<file path="src/rtl/patgen_pkg.sv">
// ---------------------------------------------------------------------------
// patgen_pkg
// Shared types and constants for serial_pattern_gen and pat_piso.
//   state_t   : controller state encoding (IDLE, SHIFT, GAP, DONE)
//   DEF_*     : default parameter values
//   clamp_len : limits a requested pattern length to the register width
// ---------------------------------------------------------------------------
package patgen_pkg;

    typedef enum logic [1:0] {
        IDLE  = 2'd0,
        SHIFT = 2'd1,
        GAP   = 2'd2,
        DONE  = 2'd3
    } state_t;

    localparam int DEF_PAT_W = 8;
    localparam int DEF_LEN_W = 4;
    localparam int DEF_REP_W = 4;
    localparam int DEF_GAP_W = 4;

    // Lengths beyond the pattern register are treated as the full register.
    function automatic int unsigned clamp_len(input int unsigned len,
                                              input int unsigned max_len);
        return (len > max_len) ? max_len : len;
    endfunction

endpackage

</file>
<file path="src/rtl/pat_piso.sv">
// ---------------------------------------------------------------------------
// pat_piso
// Parallel-in serial-out pattern register. Holds the captured pattern and
// its length and presents pat[idx] on d, idx counting down toward zero.
//   clk, rst   : clock, synchronous active-high reset
//   load       : capture pat_in/len_in, idx <= len_in-1
//   reload     : idx <= len-1 to start another burst of the same pattern
//   shift      : idx <= idx-1
//   pat_in     : pattern to capture
//   len_in     : pattern length, already clamped to 1..PAT_W
//   d          : current pattern bit
//   last       : idx is zero (current bit is the final bit of the burst)
// Build option PATGEN_ALT_INVERT_EN: every reload toggles an invert flag,
// so alternate bursts are sent bit-inverted.
// ---------------------------------------------------------------------------
module pat_piso
    import patgen_pkg::*;
#(
    parameter int PAT_W = DEF_PAT_W,
    parameter int LEN_W = DEF_LEN_W
) (
    input  logic             clk,
    input  logic             rst,
    input  logic             load,
    input  logic             reload,
    input  logic             shift,
    input  logic [PAT_W-1:0] pat_in,
    input  logic [LEN_W-1:0] len_in,
    output logic             d,
    output logic             last
);

    localparam int IDX_W = (PAT_W > 1) ? $clog2(PAT_W) : 1;

    logic [PAT_W-1:0] pat_q;
    logic [LEN_W-1:0] len_q;
    logic [IDX_W-1:0] idx_q;

    // NOTE: registers take non-blocking assignments so every flop samples
    // pre-edge values regardless of block ordering.
    always_ff @(posedge clk) begin
        if (rst) begin
            pat_q <= '0;
            len_q <= '0;
            idx_q <= '0;
        end else if (load) begin
            pat_q <= pat_in;
            len_q <= len_in;
            idx_q <= IDX_W'(len_in - LEN_W'(1));
        end else if (reload) begin
            idx_q <= IDX_W'(len_q - LEN_W'(1));
        end else if (shift) begin
            idx_q <= idx_q - IDX_W'(1);
        end
    end

    assign last = (idx_q == '0);

`ifdef PATGEN_ALT_INVERT_EN
    logic inv_q;

    // First burst is true polarity; each following burst flips.
    always_ff @(posedge clk) begin
        if (rst || load) begin
            inv_q <= 1'b0;
        end else if (reload) begin
            inv_q <= ~inv_q;
        end
    end

    assign d = pat_q[idx_q] ^ inv_q;
`else
    assign d = pat_q[idx_q];
`endif

endmodule

</file>
<file path="src/rtl/serial_pattern_gen.sv">
// ---------------------------------------------------------------------------
// serial_pattern_gen
// Serial test-pattern transmitter: sends a 1..PAT_W bit pattern MSB-first,
// rep_in+1 times, with gap_in idle cycles between bursts.
//   clk, rst : clock, synchronous active-high reset
//   start    : one-cycle request, sampled only in IDLE
//   pat_in   : pattern, bit len-1 sent first
//   len_in   : pattern length (0 ignored, >PAT_W clamped to PAT_W)
//   rep_in   : extra repeats (bursts = rep_in+1)
//   gap_in   : idle cycles between bursts
//   d_out    : serial data
//   d_valid  : d_out carries a pattern bit
//   busy     : transfer in progress (through the DONE cycle)
//   done     : one-cycle pulse after the last bit of the last burst
// Build option PATGEN_ALT_INVERT_EN: 2nd, 4th, ... bursts sent inverted.
// ---------------------------------------------------------------------------
module serial_pattern_gen
    import patgen_pkg::*;
#(
    parameter int PAT_W = DEF_PAT_W,
    parameter int LEN_W = DEF_LEN_W,
    parameter int REP_W = DEF_REP_W,
    parameter int GAP_W = DEF_GAP_W
) (
    input  logic             clk,
    input  logic             rst,
    input  logic             start,
    input  logic [PAT_W-1:0] pat_in,
    input  logic [LEN_W-1:0] len_in,
    input  logic [REP_W-1:0] rep_in,
    input  logic [GAP_W-1:0] gap_in,
    output logic             d_out,
    output logic             d_valid,
    output logic             busy,
    output logic             done
);

    state_t           state_q, state_d;
    logic [REP_W:0]   burst_q;    // bursts still to send, current one included
    logic [GAP_W-1:0] gap_q;      // captured gap length
    logic [GAP_W-1:0] gap_cnt_q;  // counts gap_q down to 1
    logic [LEN_W-1:0] len_c;
    logic             load, reload, shift;
    logic             piso_d, piso_last, more_bursts;

    assign len_c       = LEN_W'(clamp_len(32'(len_in), PAT_W));
    assign more_bursts = (burst_q > (REP_W+1)'(1));

    pat_piso #(
        .PAT_W (PAT_W),
        .LEN_W (LEN_W)
    ) u_piso (
        .clk    (clk),
        .rst    (rst),
        .load   (load),
        .reload (reload),
        .shift  (shift),
        .pat_in (pat_in),
        .len_in (len_c),
        .d      (piso_d),
        .last   (piso_last)
    );

    always_ff @(posedge clk) begin
        if (rst) begin
            state_q   <= IDLE;
            burst_q   <= '0;
            gap_q     <= '0;
            gap_cnt_q <= '0;
        end else begin
            state_q <= state_d;
            if (load) begin
                burst_q <= {1'b0, rep_in} + (REP_W+1)'(1);
                gap_q   <= gap_in;
            end else if (reload) begin
                burst_q   <= burst_q - (REP_W+1)'(1);
                gap_cnt_q <= gap_q;
            end else if (state_q == GAP) begin
                gap_cnt_q <= gap_cnt_q - GAP_W'(1);
            end
        end
    end

    // NOTE: every signal written here gets a default first, so no path
    // leaves one unassigned and no latch is inferred.
    always_comb begin
        state_d = state_q;
        load    = 1'b0;
        reload  = 1'b0;
        shift   = 1'b0;
        unique case (state_q)
            IDLE: begin
                if (start && len_in != '0) begin
                    load    = 1'b1;
                    state_d = SHIFT;
                end
            end
            SHIFT: begin
                if (!piso_last) begin
                    shift = 1'b1;
                end else if (more_bursts) begin
                    // Reload now so the index is ready whether or not a gap follows.
                    reload = 1'b1;
                    if (gap_q != '0) state_d = GAP;
                end else begin
                    state_d = DONE;
                end
            end
            GAP: begin
                if (gap_cnt_q == GAP_W'(1)) state_d = SHIFT;
            end
            DONE: begin
                state_d = IDLE;
            end
            default: state_d = IDLE;
        endcase
    end

    assign d_valid = (state_q == SHIFT);
    assign d_out   = d_valid & piso_d;
    assign busy    = (state_q != IDLE);
    assign done    = (state_q == DONE);

endmodule
</file>
<file path="config.mk">
export PLATFORM = sky130hd
export DESIGN_NAME = serial_pattern_gen
export DESIGN_NICKNAME = d
export VERILOG_FILES = /design/src/rtl/patgen_pkg.sv /design/src/rtl/pat_piso.sv /design/src/rtl/serial_pattern_gen.sv
export SDC_FILE = /design/constraint.sdc
export NUM_CORES = 1
export LEC_CHECK = 0
export CAP_MARGIN = 15
export CORE_MARGIN = 4
export CORE_UTILIZATION = 50
export CTS_CLUSTER_DIAMETER = 200
export DETAILED_ROUTE_END_ITERATION = 16
export PLACE_DENSITY = 0.76
export SLEW_MARGIN = 20
export SYNTH_ARGS = -nofsm -noshare
export SYNTH_HDL_FRONTEND = slang
export SYNTH_SLANG_ARGS = --single-unit
</file>
<file path="constraint.sdc">
create_clock -name clk -period 3.1 [get_ports clk]
set_input_delay 0.62 -clock clk [delete_from_list [all_inputs] [get_ports clk]]
set_output_delay 0.62 -clock clk [all_outputs]
set_load 0.02 [all_outputs]
</file>
==> load_flow_metrics.sql <==
INSERT INTO impl_metrics (metric_group, metric, value, unit) VALUES
('power_and_ir_drop', 'switching_share', '0.3462', ''),
('synthesis', 'mappedNetlistNets', '218', ''),
('sta', 'slew-limit-headroom', '0.5023', ''),
('critical_path', 'critical_path_arrival', '2.18', 'ns'),
('layout', 'most-common-layout-cells', '37 x nand2_1, 29 x dfxtp_1, 26 x clkdlybuf4s50_1', ''),
('layout', 'utilization', '0.6471', ''),
('worst_hold_path', 'holdCritPathClass', 'flip-flop to flip-flop', ''),
('global_routing', 'grt_max_degree', '24', ''),
('synthesis', 'yosys.area.top_type_share', '0.3709', ''),
('layout', 'antennaDiodeCount', '0', ''),
('sta', 'final-hold-violation-count', '0', ''),
('placed_design', 'dp.cells', '254', ''),
('die', 'die_width', '63.95', 'um'),
('power_and_ir_drop', 'power.sequential.fraction', '0.394', ''),
('synthesis', 'synth-compound-area-share', '0.2086', ''),
('synthesis', 'post_synth_and_or_nand_nor_area_fraction', '0.2342', ''),
('synthesis', 'synth_cell_type_count', '45', ''),
('route', 'drcViolationCount', '0', ''),
('synthesis', 'synth_xor_area_frac', '0.05036', ''),
('sta', 'tns', '0', 'ns'),
('placed_design', 'port-buffer-count', '26', ''),
('synthesis', 'syn_inst', '189', ''),
('route', 'drt-initial-drc-count', '74', ''),
('synthesis', 'synth_async_sr_flop_share', '0', ''),
('layout', 'nFillCells', '250', ''),
('synthesis', 'yosys-mux-area-fraction', '0.03997', ''),
('synthesis', 'dominant_combinational_cell_family_by_area_after_synthesis', 'simple AND/OR/NAND/NOR gates', ''),
('route', 'vias_per_cell', '5.363', ''),
('clocking', 'cts_tree', 'done', ''),
('die', 'ios', '27', ''),
('clocking', 'hold_buffer_count_at_cts', '0', ''),
('die', 'fp.coreArea', '0.003028', 'sq mm'),
('layout', 'commonest_non_fill_non_tap_cell_in_the_layout', 'nand2_1', ''),
('die', 'design.die.area', '0.004090', 'sq mm'),
('synthesis', 'ys_top_cells_by_area', 'dfxtp_1 37%, nand2_1 8.9%, a21oi_1 6.4%', ''),
('sta', 'clock-skew-final', '0.005118', 'ns'),
('die', 'std_cell_rows', '20', ''),
('synthesis', 'synth.ff_latch_count', '29', ''),
('placed_design', 'placement.cell_area', '0.001874', 'sq mm'),
('sta', 'final_period_minus_worst_setup_slack', '2.799', 'ns'),
('critical_path', 'critical_path.max_fanout', '5', ''),
('critical_path', 'worstSetupEndpointType', 'output port', ''),
('sta', 'grt_setup_unrepaired', 'no', ''),
('clocking', 'ctsRootBufferMaster', 'clkbuf_4', ''),
('global_routing', 'grt.total_usage', '0.1891', ''),
('clocking', 'total_of_cells_resized_after_clock_tree_synthesis', '0', ''),
('global_routing', 'gr-total-overflow', '0', ''),
('synthesis', 'yosys_most_used_dff', 'dfxtp_1', ''),
('global_routing', 'grt_first_pass_wirelength', '5940', 'um'),
('critical_path', 'required', '2.48', 'ns'),
('clocking', 'clk_pin_slew', '0.09', 'ns'),
('synthesis', 'synthAdderAreaFrac', '0.04796', ''),
('job', 'drv.max_cap_violation_count', '0', ''),
('critical_path', 'timing_worst_setup_path_type', 'flip-flop to output port', ''),
('synthesis', 'syn_avg_cell_area', '8.282', 'sq um'),
('clocking', 'post_cts.repair.setup_buffers', '0', ''),
('power_and_ir_drop', 'total_power', '1.260', 'mW'),
('status', 'status', 'complete, no violations', ''),
('layout', 'layout-drive-gt1-share', '0.09633', ''),
('route', 'postRouteWirelength', '3418', 'um'),
('clocking', 'htree_num_levels', '2', ''),
('power_and_ir_drop', 'power_frac_clock', '0.261', ''),
('clocking', 'cts_buffers', '5', ''),
('placed_design', 'dp_hpwl', '2664', 'um'),
('global_routing', 'first_global_vias', '1352', ''),
('layout', 'finalInstanceArea', '0.001959', 'sq mm'),
('die', 'die_height', '63.95', 'um'),
('synthesis', 'synthesis.area', '0.001565', 'sq mm'),
('synthesis', 'synthesis.yosys.warnings', '0', ''),
('placed_design', 'gp_congestion', '0.8221', ''),
('route', 'detailroute.via_count', '1405', '');
synthesized netlist by cell type, types with 3 or more instances:
cell and number:
ha_1 6, nor3_1 3, dfxtp_1 29, a211oi_1 6
xor2_1 4, nand2_1 37, nor2_1 21, a21oi_1 20
nand2b_1 3, xnor2_1 5, inv_1 9, clkbuf_1 7
final timing paths:
| check | from | endpoint | slack [ns] | cells after the start |
|---|---|---|---|---|
| hold reg to reg | u_piso.pat_q[3] | u_piso.pat_q[3] | 0.46 | 2 |
| hold / removal | u_piso.pat_q[3] | u_piso.pat_q[3] | 0.46 | 2 |
| setup reg to reg | burst_q[1] | u_piso.idx_q[2] | 0.69 | 10 |
| setup / recovery | u_piso.idx_q[0] | d_out | 0.30 | 4 |
routing by layer:
metal | global-route usage | part of all wire | vias up
met1 | 0.2066 | 0.42 | 646
li1 | - | - | 714
met5 | 0 | 0 | -
met4 | 0.08895 | 0.019 | 0
met2 | 0.3226 | 0.50 | 37
met3 | 0.06854 | 0.051 | 8
cells by family (layout without fill, tap and decap cells):
group           Yosys count  after routing
compound gates           45             45
xor+xnor                  9              9
fa+ha+maj                 6              6
buf+inv                  18             47
flops                    29             29
mux                       3              3
simple gates             79             79
power groups by stage:
stage	Combinational [mW]	Sequential (mW)	Clock [mW]
CTS	0.435	0.496	0.337
finish	0.434	0.497	0.329
detailed placement	0.432	0.504	0
global placement	0.417	0.500	0
floorplan	0.338	0.487	0
global route	0.484	0.505	0.353
registers in the layout, summed over array words and instances (netlist names):
register      flops
u_piso.pat_q      8
burst_q           5
gap_cnt_q         4
gap_q             4
u_piso.idx_q      3
u_piso.len_q      3
state_q           2
metrics by stage:
stage | setup WS, ns | hold WS (ns)
2_1_floorplan | 0.6845 | 0.4315
3_3_place_gp | 0.4850 | 0.4417
3_5_place_dp | 0.4183 | 0.4471
4_1_cts | 0.3085 | 0.4610
5_1_grt | 0.2000 | 0.4928
6_report | 0.3014 | 0.4594
final cells by class:
type                       count  area [sq um]  share of cell area
multi-input combinational    142         914.6              0.4668
sequential                    29         580.6              0.2963
timing repair buffer          30         290.3              0.1481
clock buffer                   7         55.05             0.02810
tap                           44         55.05             0.02810
inverter                       9         33.78             0.01724
clock inverter                 1         30.03             0.01533
worst max-delay path, stage by stage (launching register included):
cell,delay (ns)
dfxtp_1,0.44
mux4_1,0.57
mux2i_1,0.22
nor2_1,0.07
clkdlybuf4s50_1,0.55
No activity file was read; power rests on OpenSTA's default activity.
